`src/rtl/uart_pkg.sv`:
```
// rtl/uart_pkg.sv - shared UART frame constants, FSM state type and baud divisor helper
package uart_pkg;

  localparam int   DATA_BITS  = 8;
  localparam int   STOP_BITS  = 1;
  localparam logic IDLE_LEVEL = 1'b1;

  typedef enum logic [1:0] {IDLE, START, DATA, STOP} tx_state_t;

  // Integer-truncated clocks per line bit; the receiver will reuse this.
  function automatic int calc_div(input int clk_freq, input int baud);
    return clk_freq / baud;
  endfunction

endpackage

```
`src/rtl/uart_tx_fifo.sv`:
```
// rtl/uart_tx_fifo.sv - synchronous byte FIFO with wrap-bit pointers feeding the transmitter
module uart_tx_fifo #(
  parameter int DEPTH = 4,
  parameter int WIDTH = 8
) (
  input  logic             clk,
  input  logic             rst,
  input  logic             push,
  input  logic             pop,
  input  logic [WIDTH-1:0] wdata,
  output logic [WIDTH-1:0] rdata,
  output logic             full,
  output logic             empty
);

  localparam int AW = $clog2(DEPTH);

  logic [WIDTH-1:0] mem [DEPTH];
  logic [AW:0]      wr_ptr;
  logic [AW:0]      rd_ptr;
  logic             do_push;
  logic             do_pop;

  assign empty   = (wr_ptr == rd_ptr);
  assign full    = (wr_ptr[AW] != rd_ptr[AW]) && (wr_ptr[AW-1:0] == rd_ptr[AW-1:0]);
  assign rdata   = mem[rd_ptr[AW-1:0]];
  // A pop in the same cycle frees the slot, so a push into a full FIFO is still legal.
  assign do_push = push && (!full || pop);
  assign do_pop  = pop && !empty;

  always_ff @(posedge clk or posedge rst) begin
    if (rst) begin
      wr_ptr <= '0;
      rd_ptr <= '0;
    end else begin
      if (do_push) wr_ptr <= wr_ptr + 1'b1;
      if (do_pop)  rd_ptr <= rd_ptr + 1'b1;
    end
  end

  always_ff @(posedge clk) begin
    if (do_push) mem[wr_ptr[AW-1:0]] <= wdata;
  end

endmodule

```
`src/rtl/uart_tx_unit.sv`:
```
// rtl/uart_tx_unit.sv - FIFO-buffered 8N1 UART transmitter driving the CPU uart_tx pin
module uart_tx_unit
  import uart_pkg::*;
#(
  parameter int CLK_FREQ   = 100000000,
  parameter int BAUD       = 9600,
  parameter int FIFO_DEPTH = 4
) (
  input  logic       clk,
  input  logic       rst,
  input  logic       wr_en,
  input  logic [7:0] wr_data,
  output logic       full,
  output logic       tx_busy,
  output logic       tx_done,
  output logic       overflow,
  output logic       uart_tx
);

  localparam int              DIV       = calc_div(CLK_FREQ, BAUD);
  localparam int              CNT_W     = (DIV > 1) ? $clog2(DIV) : 1;
  localparam logic [CNT_W-1:0] CNT_LAST = CNT_W'(DIV - 1);
  localparam logic [CNT_W-1:0] CNT_PRE  = CNT_W'((DIV > 1) ? DIV - 2 : 0);
  localparam logic [2:0]      DATA_LAST = 3'(DATA_BITS - 1);
  localparam logic [2:0]      STOP_LAST = 3'(STOP_BITS - 1);

  tx_state_t        state;
  logic [CNT_W-1:0] cnt;
  logic [2:0]       bit_idx;
  logic [7:0]       shift;
  logic [7:0]       head;
  logic             fifo_full;
  logic             fifo_empty;
  logic             tick;
  logic             pop;
  logic             push;

  assign tick    = (cnt == CNT_LAST);
  assign pop     = !fifo_empty &&
                   ((state == IDLE) || ((state == STOP) && tick && (bit_idx == STOP_LAST)));
  assign push    = wr_en && (!fifo_full || pop);
  assign full    = fifo_full;
  assign tx_busy = (state != IDLE) || !fifo_empty;

  uart_tx_fifo #(.DEPTH(FIFO_DEPTH), .WIDTH(8)) u_fifo (
    .clk   (clk),
    .rst   (rst),
    .push  (push),
    .pop   (pop),
    .wdata (wr_data),
    .rdata (head),
    .full  (fifo_full),
    .empty (fifo_empty)
  );

  always_ff @(posedge clk or posedge rst) begin
    if (rst) begin
      state    <= IDLE;
      cnt      <= '0;
      bit_idx  <= '0;
      shift    <= '0;
      uart_tx  <= IDLE_LEVEL;
      tx_done  <= 1'b0;
      overflow <= 1'b0;
    end else begin
      // Registered one cycle early so the pulse lands on the final stop-bit cycle.
      tx_done <= (state == STOP) && (bit_idx == STOP_LAST) && (cnt == CNT_PRE);
      if (wr_en && fifo_full && !pop) overflow <= 1'b1;

      case (state)
        IDLE: begin
          cnt     <= '0;
          uart_tx <= IDLE_LEVEL;
          if (pop) begin
            shift   <= head;
            uart_tx <= !IDLE_LEVEL;
            state   <= START;
          end
        end
        START: begin
          if (tick) begin
            cnt     <= '0;
            bit_idx <= '0;
            uart_tx <= shift[0];
            state   <= DATA;
          end else begin
            cnt <= cnt + 1'b1;
          end
        end
        DATA: begin
          if (tick) begin
            cnt <= '0;
            if (bit_idx == DATA_LAST) begin
              bit_idx <= '0;
              uart_tx <= IDLE_LEVEL;
              state   <= STOP;
            end else begin
              bit_idx <= bit_idx + 1'b1;
              shift   <= shift >> 1;
              uart_tx <= shift[1];
            end
          end else begin
            cnt <= cnt + 1'b1;
          end
        end
        STOP: begin
          if (tick) begin
            cnt <= '0;
            if (bit_idx != STOP_LAST) begin
              bit_idx <= bit_idx + 1'b1;
            end else if (pop) begin
              bit_idx <= '0;
              shift   <= head;
              uart_tx <= !IDLE_LEVEL;
              state   <= START;
            end else begin
              bit_idx <= '0;
              state   <= IDLE;
            end
          end else begin
            cnt <= cnt + 1'b1;
          end
        end
        default: state <= IDLE;
      endcase
    end
  end

endmodule

```
`config.mk`:
```
export PLATFORM = sky130hd
export DESIGN_NAME = uart_tx_unit
export DESIGN_NICKNAME = d
export VERILOG_FILES = /design/src/rtl/uart_pkg.sv /design/src/rtl/uart_tx_fifo.sv /design/src/rtl/uart_tx_unit.sv
export SDC_FILE = /design/constraint.sdc
export NUM_CORES = 1
export LEC_CHECK = 0
export ABC_AREA = 1
export CAP_MARGIN = 20
export CELL_PAD_IN_SITES_DETAIL_PLACEMENT = 1
export CELL_PAD_IN_SITES_GLOBAL_PLACEMENT = 1
export CORE_MARGIN = 4
export CORE_UTILIZATION = 50
export CTS_CLUSTER_SIZE = 24
export DETAILED_ROUTE_END_ITERATION = 10
export GPL_TIMING_DRIVEN = 0
export PLACE_DENSITY_LB_ADDON = 0.15
export REMOVE_ABC_BUFFERS = 1
export SETUP_SLACK_MARGIN = 0.4
export SLEW_MARGIN = 10
export SYNTH_ARGS = -nofsm -noshare
export SYNTH_HDL_FRONTEND = slang
export SYNTH_SLANG_ARGS = --single-unit
export TNS_END_PERCENT = 20
```
`constraint.sdc`:
```
create_clock -name clk -period 6.4 [get_ports clk]
set_input_delay 1.28 -clock clk [delete_from_list [all_inputs] [get_ports clk]]
set_output_delay 1.28 -clock clk [all_outputs]
set_load 0.03 [all_outputs]
```
==> results.py <==
metrics = {
    "outcome": {
        "outcome": "finished clean",
    },
    "worst_setup_path": {
        "cpMaxStageDelayCell": "dfrtp_1",
        "crit_type": "flip-flop to primary output",
        "worst_setup_path_end_kind": "primary output",
        "worst-r2r-setup-slack_ns": 3.74,
        "critical_path_depth": 4,
        "r2r_start": "state[0]$_DFFE_PP0P_",
        "r2r_cells": 9,
        "critPathArrivalTime_ns": 2.27,
        "cpLargestDelayFamily": "flip-flops",
        "crit_fanout": 19,
        "critPathLaunchType": "flip-flop",
        "worstReg2RegEnd": "u_fifo.mem[2][6]$_DFFE_PP_",
        "path_cells": "xnor2_2 > nand2_1 > nor2_2 > clkdlybuf4s50_1",
        "required_ns": 5.12,
        "critical_path_buf_inv_count": 1,
        "slowest_delay_ns": 0.78,
    },
    "sta": {
        "worst_slack_ns": 2.85,
        "hold_viol": 0,
        "worst_pin_slew_ns": 0.821,
        "slew_headroom": 0.450,
        "rsz0062_at_grt": "false",
        "final_max_slew_viol_count": 0,
        "finalCritPeriodShare": 0.555,
        "finClkSkew_ns": 0.00737,
        "fmax_mhz": 281,
        "setup_viol_count_final": 0,
        "fin_tns_setup_ns": 0,
        "period_needed_ns": 3.55,
    },
    "routing": {
        "vias": 2436,
        "drt-total-wl_mm": 6.95,
        "first_pass_iters": 4,
        "vias_per_cell": 5.39,
        "wl_per_cell_um": 15.4,
        "first_iter_violations": 103,
        "drc": 0,
        "ant_nets": 0,
    },
    "layout": {
        "diodes": 0,
        "final_cells": 452,
        "fill_cells": 734,
        "drive_gt1_frac": 0.0987,
        "design.final.nets": 397,
        "utilization": 0.585,
        "area_delta_synth_final_pct": 12.6,
    },
    "clocking": {
        "clock-sinks": 68,
        "path_clk_slew_ns": 0.07,
        "cts_buffers": 9,
        "post-cts-setup-buffers": 0,
        "ctsResizeCount": 0,
        "cts_hold_buf": 0,
        "cts_tree": "yes",
        "h-tree-depth": 3,
        "clk_latency_ns": 0.34,
        "max-clock-path-buffers": 2,
        "cts_root_buffer": "clkbuf_8",
    },
    "synthesis": {
        "synth.top_cell.area_share": 0.288,
        "synth_cell_type_count": 33,
        "synth_edf_count": 32,
        "syn_inst": 350,
        "yosys_warnings": 0,
        "syn_area_per_cell_sq_um": 9.53,
        "synthArstFlopShare": 0.529,
        "synth.cell_area_sq_um": 3330,
        "yosysTopAreaCell": "edfxtp_1",
        "synthTopCellsByArea": "edfxtp_1, dfrtp_1, nand2_1",
        "ys_seq_elements": 68,
        "ys.flop_type": "dfrtp_1",
        "yosysSeqAreaShare": 0.559,
        "yosysMostFrequentCell": "nand2_1",
        "synth_common_cells": "nand2_1, dfrtp_1, edfxtp_1",
    },
    "place": {
        "hpwl_mm": 5.01,
        "dpl_worst_slack_ns": 3.20,
        "placement.io_buffers": 15,
        "routabilityCongestion": 0.774,
        "dp_cells": 436,
    },
    "floorplanning": {
        "die_y_um": 89.7,
        "dieArea_sq_um": 8040,
        "ios": 16,
        "fp.dieW_um": 89.7,
        "coreArea_sq_um": 6420,
        "start_util": 0.519,
        "rows": 29,
    },
    "pwr": {
        "power_leakage_nw": 1.67,
        "pwr_density_cell_nw_per_um2": 483,
        "fin_total_pwr_mw": 1.81,
        "ir_worst_vdd_mv": 0.247,
    },
    "global_routing": {
        "grt.total_usage": 0.196,
        "overflow": 0,
        "grt_pass1_vias": 2483,
        "gr-usage-met1": 0.249,
        "grt.busiest_layer": "met2",
        "grt_use_met2": 0.328,
        "antenna_found_initial": 0,
        "grt_max_degree": 37,
        "grt_pass1_wl_mm": 11.8,
        "grt_util_met3": 0.0356,
    },
    "min_path": {
        "hold_class": "flip-flop to flip-flop",
        "hold_end": "uart_tx$_DFFE_PP1P_",
        "hold_start": "uart_tx$_DFFE_PP1P_",
        "whs_path_depth": 2,
    },
    "run": {
        "maxCapViolations": 0,
    },
}
[sequential cells by signal, summed over array words and instances, names as in the netlist]
register and count:
cnt 14, state 2, uart_tx 1, u_fifo.rd_ptr 3, shift 8, overflow 1, tx_done 1, bit_idx 3
u_fifo.wr_ptr 3, u_fifo.mem 32
[cell usage in the layout (no fill, tap or decap), drive strengths merged]
cell,n
o21ai,9
nand3,25
bufinv,1
nor3,4
inv,32
nand2,112
nand4,3
a31o,1
and3,1
clkinvlp,2
ha,16
nand3b,1
o31ai,6
dfrtp,35
xnor2,5
o21a,1
clkbuf,12
dfstp,1
edfxtp,32
nor2,26
a21oi,27
xor2,4
clkinv,3
or2,1
clkdlybuf4s50,15
[layout make-up]
type                    count  area, sq um  area share
multi-input cells         242         1320       0.350
inverters                  34          128      0.0340
clock inverters             4         48.8      0.0130
repair buffers             15          150      0.0400
flip-flops and latches     68         1860       0.496
clock buffers              12          155      0.0413
well taps                  77         96.3      0.0256
[kinds of logic (layout without fill, tap and decap cells)]
kind of cell / after synthesis / after routing / synth area share
and+or+nand+nor: 173 / 173 / 0.227
buffers and inverters: 40 / 65 / 0.0469
AOI/OAI and AO/OA: 44 / 44 / 0.0769
adders and majority gates: 16 / 16 / 0.0600
DFF: 68 / 68 / 0.559
xor gates and xnor gates: 9 / 9 / 0.0304
[through the flow]
step                cell area, sq um  hold slack (ns)
global placement                3550            0.452
detailed placement              3550            0.460
CTS                             3760            0.473
floorplan                       3310            0.442
global route                    3760            0.483
finish                          3760            0.469
[routing by layer]
metal,wire length (um),share of wire
met5,0,0
met4,131,0.019
met3,158,0.023
met2,3460,0.50
met1,3200,0.46
[worst min-delay path: stages, from the launching register on]
cell     delay [ns]
dfstp_2        0.37
nand2_1        0.05
nand2_1        0.05
[power by group]
group	switching (mW)	total [mW]	internal, mW	leakage (nW)
Combinational	0.494	0.761	0.268	0.818
Clock	0.163	0.363	0.200	0.0963
Sequential	0.105	0.690	0.585	0.755
Total	0.762	1.81	1.05	1.67
[worst max-delay path by stage]
stage	from	end	slack [ns]
after floorplan	u_fifo.rd_ptr[0]$_DFFE_PP0P_	full	3.92
after global placement	u_fifo.rd_ptr[0]$_DFFE_PP0P_	full	3.25
after detailed placement	u_fifo.rd_ptr[0]$_DFFE_PP0P_	full	3.20
after CTS	u_fifo.rd_ptr[0]$_DFFE_PP0P_	full	2.80
after global routing	u_fifo.rd_ptr[0]$_DFFE_PP0P_	full	2.68
final	u_fifo.rd_ptr[0]$_DFFE_PP0P_	full	2.85
Note: power is estimated with default switching activity, not from simulation.
